===== src/rtl/addepreamble_ipg.sv =====
// Ethernet TX framer: prepends a programmable preamble + SFD to each frame and
// enforces a minimum inter-packet gap, back-pressuring the source via o_ready.
module addepreamble_ipg #(
  parameter int         PREAMBLE_LEN = 7,
  parameter logic [7:0] PRE_BYTE     = 8'h55,
  parameter logic [7:0] SFD_BYTE     = 8'hd5,
  parameter int         IPG_CYCLES   = 12
) (
  input  logic       i_clk,
  input  logic       i_reset_n,
  input  logic       i_ce,
  input  logic       i_en,
  input  logic       i_v,
  input  logic [7:0] i_d,
  input  logic       i_last,
  output logic       o_ready,
  output logic       o_v,
  output logic [7:0] o_d,
  output logic       o_last,
  output logic       o_err,
  output logic       o_busy
);

  localparam int CNT_MAX = (PREAMBLE_LEN > IPG_CYCLES) ? PREAMBLE_LEN : IPG_CYCLES;
  localparam int CW      = $clog2(CNT_MAX + 1);

  localparam logic [CW-1:0] PRE_LAST = CW'(PREAMBLE_LEN);
  localparam logic [CW-1:0] GAP_LAST = CW'(IPG_CYCLES - 1);
  localparam logic [CW-1:0] CNT_ONE  = CW'(1);

  typedef enum logic [1:0] {
    IDLE,
    PRE,
    DATA,
    GAP
  } state_e;

  state_e        state_q, state_d;
  logic [CW-1:0] cnt_q,   cnt_d;
  logic          v_q,     v_d;
  logic [7:0]    d_q,     d_d;
  logic          last_q,  last_d;
  logic          err_q,   err_d;

  // State register: every stored bit only advances on a byte-time strobe.
  always_ff @(posedge i_clk or negedge i_reset_n) begin
    if (!i_reset_n) begin
      state_q <= IDLE;
      cnt_q   <= '0;
      v_q     <= 1'b0;
      d_q     <= '0;
      last_q  <= 1'b0;
      err_q   <= 1'b0;
    end else begin
      state_q <= state_d;
      cnt_q   <= cnt_d;
      v_q     <= v_d;
      d_q     <= d_d;
      last_q  <= last_d;
      err_q   <= err_d;
    end
  end

  // Next-state: cnt tracks preamble bytes already sent in PRE, gap byte-times in GAP.
  always_comb begin
    state_d = state_q;
    cnt_d   = cnt_q;
    if (i_ce) begin
      unique case (state_q)
        IDLE: begin
          if (i_v) begin
            if (i_en && (PREAMBLE_LEN > 0)) begin
              state_d = PRE;
              cnt_d   = CNT_ONE;
            end else begin
              state_d = DATA;
            end
          end
        end
        PRE: begin
          if (cnt_q != PRE_LAST) begin
            cnt_d = cnt_q + CNT_ONE;
          end else begin
            state_d = DATA;
          end
        end
        DATA: begin
          if (!i_v || i_last) begin
            state_d = GAP;
            cnt_d   = '0;
          end
        end
        GAP: begin
          if (cnt_q == GAP_LAST) begin
            state_d = IDLE;
            cnt_d   = '0;
          end else begin
            cnt_d = cnt_q + CNT_ONE;
          end
        end
        default: begin
          state_d = IDLE;
          cnt_d   = '0;
        end
      endcase
    end
  end

  // Output next-values; registered so the byte path is glitch-free and held on !i_ce.
  always_comb begin
    v_d    = v_q;
    d_d    = d_q;
    last_d = last_q;
    err_d  = err_q;
    if (i_ce) begin
      unique case (state_q)
        IDLE: begin
          v_d    = 1'b0;
          last_d = 1'b0;
          err_d  = 1'b0;
          if (i_v && i_en) begin
            v_d = 1'b1;
            d_d = (PREAMBLE_LEN > 0) ? PRE_BYTE : SFD_BYTE;
          end
        end
        PRE: begin
          v_d = 1'b1;
          d_d = (cnt_q != PRE_LAST) ? PRE_BYTE : SFD_BYTE;
        end
        DATA: begin
          if (i_v) begin
            v_d    = 1'b1;
            d_d    = i_d;
            last_d = i_last;
            err_d  = 1'b0;
          end else begin
            v_d    = 1'b0;
            last_d = 1'b0;
            err_d  = 1'b1;
          end
        end
        GAP: begin
          v_d    = 1'b0;
          last_d = 1'b0;
          err_d  = 1'b0;
        end
        default: begin
          v_d    = 1'b0;
          last_d = 1'b0;
          err_d  = 1'b0;
        end
      endcase
    end
  end

  assign o_ready = (state_q == DATA);
  assign o_busy  = (state_q != IDLE);
  assign o_v     = v_q;
  assign o_d     = d_q;
  assign o_last  = last_q;
  assign o_err   = err_q;

endmodule


===== config.mk =====
export PLATFORM = sky130hd
export DESIGN_NAME = addepreamble_ipg
export DESIGN_NICKNAME = d
export VERILOG_FILES = /design/src/rtl/addepreamble_ipg.sv
export SDC_FILE = /design/constraint.sdc
export NUM_CORES = 1
export LEC_CHECK = 0
export ABC_CLOCK_PERIOD_IN_PS = 2250
export CELL_PAD_IN_SITES_DETAIL_PLACEMENT = 1
export CELL_PAD_IN_SITES_GLOBAL_PLACEMENT = 1
export CORE_MARGIN = 1
export CORE_UTILIZATION = 37
export CTS_BUF_LIST = sky130_fd_sc_hd__clkbuf_4 sky130_fd_sc_hd__clkbuf_8
export DETAILED_ROUTE_END_ITERATION = 10
export GPL_TIMING_DRIVEN = 0
export HOLD_SLACK_MARGIN = 0.05
export PLACE_DENSITY = 0.89
export SKIP_CTS_REPAIR_TIMING = 1
export SYNTH_ARGS = -nofsm -noshare
export SYNTH_HDL_FRONTEND = slang
export SYNTH_SLANG_ARGS = --single-unit

===== constraint.sdc =====
create_clock -name i_clk -period 2.25 [get_ports i_clk]
set_clock_uncertainty 0.15 [all_clocks]
set_input_delay 0.45 -clock i_clk [delete_from_list [all_inputs] [get_ports i_clk]]
set_output_delay 0.45 -clock i_clk [all_outputs]
set_load 0.03 [all_outputs]

# After elaboration in Yosys (flattened, before gate mapping)
# Index checks and enable logic that the tools add are counted.
# totals
regBits,17
wordCells,55
inputBits,14
output_inout_bits,13
# op_classes
n_addsub,1
eq_ne,13
reduce_logical,12
muxes,23
# op_table
cell,count
$mux 8,3
$pmux 8 s3,1
$mux 4,5
$pmux 4 s4,1
$ne 2x2->1 const B,7
$mux 2,5
$reduce_and 5->1,2
$pmux 2 s4,1
$add 4x1->4 const B,1
$eq 2x2->1 const B,2
$eq 4x4->1 const B,1
$mux 1,4
$ne 4x3->1 const B,1
$pmux 1 s2,2
$pmux 1 s4,1
$reduce_and 4->1,1
$reduce_bool 2->1,2
$reduce_bool 3->1,1
$eq 2x1->1 const B,1
$logic_not 2->1,1
$ne 2x1->1 const B,1
$reduce_and 2->1,1
$reduce_or 2->1,1
$logic_and 1x1->1,1
other kinds (2),2

# Depth between registers and ports, before layout
# Gate-level depths: netlist of the first run.
# depth
word_depth,4
depth_mapped,7
ltp_nobuf,6

# Least setup slack after synthesis of the first run
# Ideal clock, no wire load.
# synth_timing
path_kind,register -> register
start,register state_q[0]
end,register d_q[0] (netlist: o_d[0])
required_time_ps,1975
period_less_slack_ps,2105
setup_ps,125
path_buffers,1
setup_slack_ps,145
path_stages_with_launch,8
arrival_time_ps,1830
cell_sequence,dfrtp_1 > inv_1 > ha_1 > buf_2 > nor3b_1 > a21oi_1 > nor2_2 > mux2_2
# synth_between
elab_chain_len,3
word_cells_on_any_way,8
cone_classes,eq/ne (4); mux (1); reduce/logical (3)
# synth_lines
element,line,rtl
start: declaration,38,"state_e state_q, state_d;"
start signal: assignment,55,state_q <= state_d;
$eq 2x2->1 (*),--,
via o_ready,16,"output logic o_ready,"
$ne 2x2->1 (no line) or $reduce_bool 3->1 (tied branches),--,
$reduce_and 4->1 (no line),--,
end signal: assignment,51,d_q <= '0;
end signal: assignment,58,d_q <= d_d;
end: declaration,41,"logic [7:0] d_q, d_d;"
# The timed path passes the listed nets; every way through them passes the cells marked *.
# A chain may end at the register's enable or synchronous reset.

# Worst setup path in the final report of the first run
# layout_timing
start,register state_q[0]
end,register d_q[7] (netlist: o_d[7])
# layout_between
elab_chain_len,3
word_cells_on_any_way,8
cone_classes,eq/ne (4); mux (1); reduce/logical (3)
# layout_lines
element,line,rtl
$eq 2x2->1 (tied with other cells),116,unique case (state_q)
$ne 2x2->1 (no line) or $reduce_bool 3->1 (tied branches),--,
$reduce_and 4->1 (no line),--,
# Parallel ways exist; a longest one is shown, timed or not.

==> results of run 1 <==
sequential cells by signal (all words and copies together), names as in the netlist:
register and cells:
o_err 1, state_q 2, o_last 1, o_d 8, o_v 1, cnt_q 4
worst max-delay path: stages, from the launching register on:
cell     delay (ns)
dfrtp_1        0.42
inv_1          0.11
ha_1           0.23
buf_2          0.19
nor3b_2        0.20
a21oi_2        0.07
nor2_4         0.25
mux2_2         0.38
layout make-up:
cell class / count / area share (%)
Inverter: 7 / 1.95
Multi-Input combinational cell: 71 / 41.5
Tap cell: 30 / 2.79
Sequential cell: 17 / 31.6
Clock inverter: 1 / 0.372
Clock buffer: 3 / 1.67
Buffer: 1 / 0.372
Timing Repair Buffer: 26 / 19.7
routing by layer:
layer	part of all wire, %	up-vias	wire (µm)	GRT usage [%]
li1	-	400	-	-
met1	38	405	1040	22.2
met2	55	15	1480	36.4
met3	3.5	10	94	5.37
met4	3.2	0	87	10.1
met5	0	-	0	0
power by group through the flow:
stage | combinational (mW) | clock (mW) | sequential [mW]
floorplan | 0.656 | 0 | 0.697
global placement | 1.17 | 0 | 0.537
detailed placement | 1.23 | 0 | 0.560
CTS | 1.24 | 0.183 | 0.550
global route | 1.38 | 0.200 | 0.569
finish | 1.25 | 0.176 | 0.549
worst min path at each step:
stage,startpoint,to,slack [ns],cells past startpoint
after CTS,o_err,o_err,0.35,2
after global placement,o_err,o_err,0.31,2
after global routing,o_err,o_err,0.39,2
final,o_err,o_err,0.34,2
after detailed placement,o_err,o_err,0.33,2
after floorplan,i_reset_n,cnt_q[0],0.004,0
cells by family (layout without fill, tap and decap cells):
group	after synthesis	in the layout	share of synthesized area [%]
simple gates	39	39	22.2
flops	17	17	42.6
mux	14	14	15.7
compound gates	12	12	8.90
buf+inv	8	38	3.13
fa+ha+maj	6	6	7.52
cell usage in the layout, fill, tap and decap left out, types with 2 or more instances in the layout:
master,synthesis,final
ha_1,6,5
nor2b_1,2,2
nand2_1,16,16
mux2_2,13,13
dfrtp_1,17,17
clkdlybuf4s50_1,0,24
clkbuf_4,0,3
o31ai_1,2,2
nand3_1,3,3
nor2_1,5,5
inv_1,7,7
a21oi_2,1,2
and3_1,3,3
dlymetal6s2s_1,0,2
through the flow:
stage          cells  power, mW
2_1_floorplan     96       1.35
3_5_place_dp     152       1.79
5_1_grt          156       2.15
6_report         156       1.98
4_1_cts          156       1.97
3_3_place_gp     152       1.70
Yosys cell counts (all sizes together):
cell / number / area share (%)
a21bo: 1 / 1.0
a21oi: 3 / 1.9
a221oi: 1 / 0.88
a31oi: 1 / 0.63
and3: 3 / 1.9
and3b: 1 / 0.88
buf: 1 / 0.50
dfrtp: 17 / 43
ha: 6 / 7.5
inv: 7 / 2.6
mux2: 13 / 15
mux2i: 1 / 1.0
nand2: 16 / 6.0
nand2b: 1 / 0.63
nand3: 3 / 1.5
nand3b: 1 / 0.75
nand4b: 2 / 3.9
nor2: 6 / 2.5
nor2b: 2 / 1.3
nor3: 1 / 0.50
nor3b: 1 / 0.75
o21ai: 1 / 0.50
o21bai: 1 / 0.75
o221ai: 1 / 0.88
o31ai: 2 / 1.5
o41ai: 1 / 0.88
or3: 1 / 0.63
or4b: 1 / 1.0
==> run metrics, run 1 <==
nets@finish 147; crit path time final around 2.1 ns; FF-to-FF End o_d[7]; DP Worst Slack -0.0430 ns; I/O Buffers 26; Unique masters post-synth 31; r2r worst-path depth 7; CTS buffer count 3; GR Util All Layers 20.5%; crit path DAT around 2.2 ns; final WL ~2.7 mm; share of layout cells above drive strength 1 around 21%; Critical Path RT about 2.3 ns; clock group share of total power 8.9%; deepest clock path buffer count 2; Seq pwr share approximately 28%; Peak Freq roughly 470 MHz; 1st-iter DRT viols 8; vias in the first global route approximately 860; Worst Slack Setup Final around 0.14 ns; Final Setup Violations 0; Routed Antenna Nets 0; synthesis warning total 0; sequential share of the synthesized area 42.6%; Avg Cell Area, Syn 10.4 µm²; die area between 0.002 and 0.003 mm²; H-tree levels 1; clk sink count 17; gpl congestion between 0.7 and 0.8; Multi-input gate area roughly 560 µm²; I/O pin count 27; fin area about 0.0013 mm²; r2r startpoint state_q[0]; startpoint types register; Critical path origin state_q[0]; largest net degree at the start of global routing 18; later-pin clock latency in the skew report 0.31 ns; drt wl/cell about 17 µm; switching share of total power a little under half; design internal power ~1.1 mW; Hold Fails Final Rpt 0; Inserted Diodes 0; status finished, final reports clean; Detailed Routing Iterations Pass 1 5; Tcrit/Tclk final a little over nine tenths; final hold slack 0.340 ns; kind of critical path register to register; Synthesized Nets 116; leak pwr 0.636 nW; global route total overflow 0; #FFs+latches synth 17; detailed placement HPWL roughly 2.2 mm; Setup crit end o_d[7]; Slew Viols, Final 0; CTS tree built; TNS Setup 0 ns; die height 53.9 µm; Power Density roughly 1500 mW/mm²; combinational power share between 60% and 70%; CORE AREA ~0.0025 mm²; Slew headroom between 40% and 50%; initial antenna violation count 0; R2R setup slack 0.14 ns; Clock transition at path regs roughly 0.11 ns; Vias 830; Critical Path End Type register; Max Cap Viol 0; row cnt 18; global-route wire length before repair 4.06 mm; Sequential Area ~430 µm²; Mapped Area ~1000 µm²; Worst Tran Pin Value 0.784 ns; RSZ-0062 raised after global routing no; Hold WC Path Type register to register; final core utilization between 50% and 60%; Filler cells 284; Root Buffer clkbuf_4; DR DRC count 0; Initial Utilization 39.6%; P&R area growth vs syn 34.7%; vias per cell around 5.3; switching power 912 µW; chip width ~54 µm; CP Max Fanout 10; placed cell area 0.00130 mm²; Worst VDD drop about 0.92 mV; Post-Syn Instances between 90 and 100
Note: power is estimated with default switching activity, not from simulation.
==> inputs of run 2 (changes only) <==
--- a/config.mk
+++ b/config.mk
@@ -13,9 +13,9 @@
 export CTS_BUF_LIST = sky130_fd_sc_hd__clkbuf_4 sky130_fd_sc_hd__clkbuf_8
 export DETAILED_ROUTE_END_ITERATION = 10
 export GPL_TIMING_DRIVEN = 0
-export HOLD_SLACK_MARGIN = 0.05
 export PLACE_DENSITY = 0.89
 export SKIP_CTS_REPAIR_TIMING = 1
+export SLEW_MARGIN = 5
 export SYNTH_ARGS = -nofsm -noshare
 export SYNTH_HDL_FRONTEND = slang
 export SYNTH_SLANG_ARGS = --single-unit
==> results of run 2 <==
Same layout as run 1: the final DEF is identical, and so are final timing and power.
==> inputs of run 3 (changes only) <==
--- a/config.mk
+++ b/config.mk
@@ -15,6 +15,7 @@
 export GPL_TIMING_DRIVEN = 0
 export PLACE_DENSITY = 0.89
 export SKIP_CTS_REPAIR_TIMING = 1
+export SKIP_LAST_GASP = 1
 export SLEW_MARGIN = 5
 export SYNTH_ARGS = -nofsm -noshare
 export SYNTH_HDL_FRONTEND = slang
==> results of run 3 <==
Same layout as run 1: the final DEF is identical, and so are final timing and power.
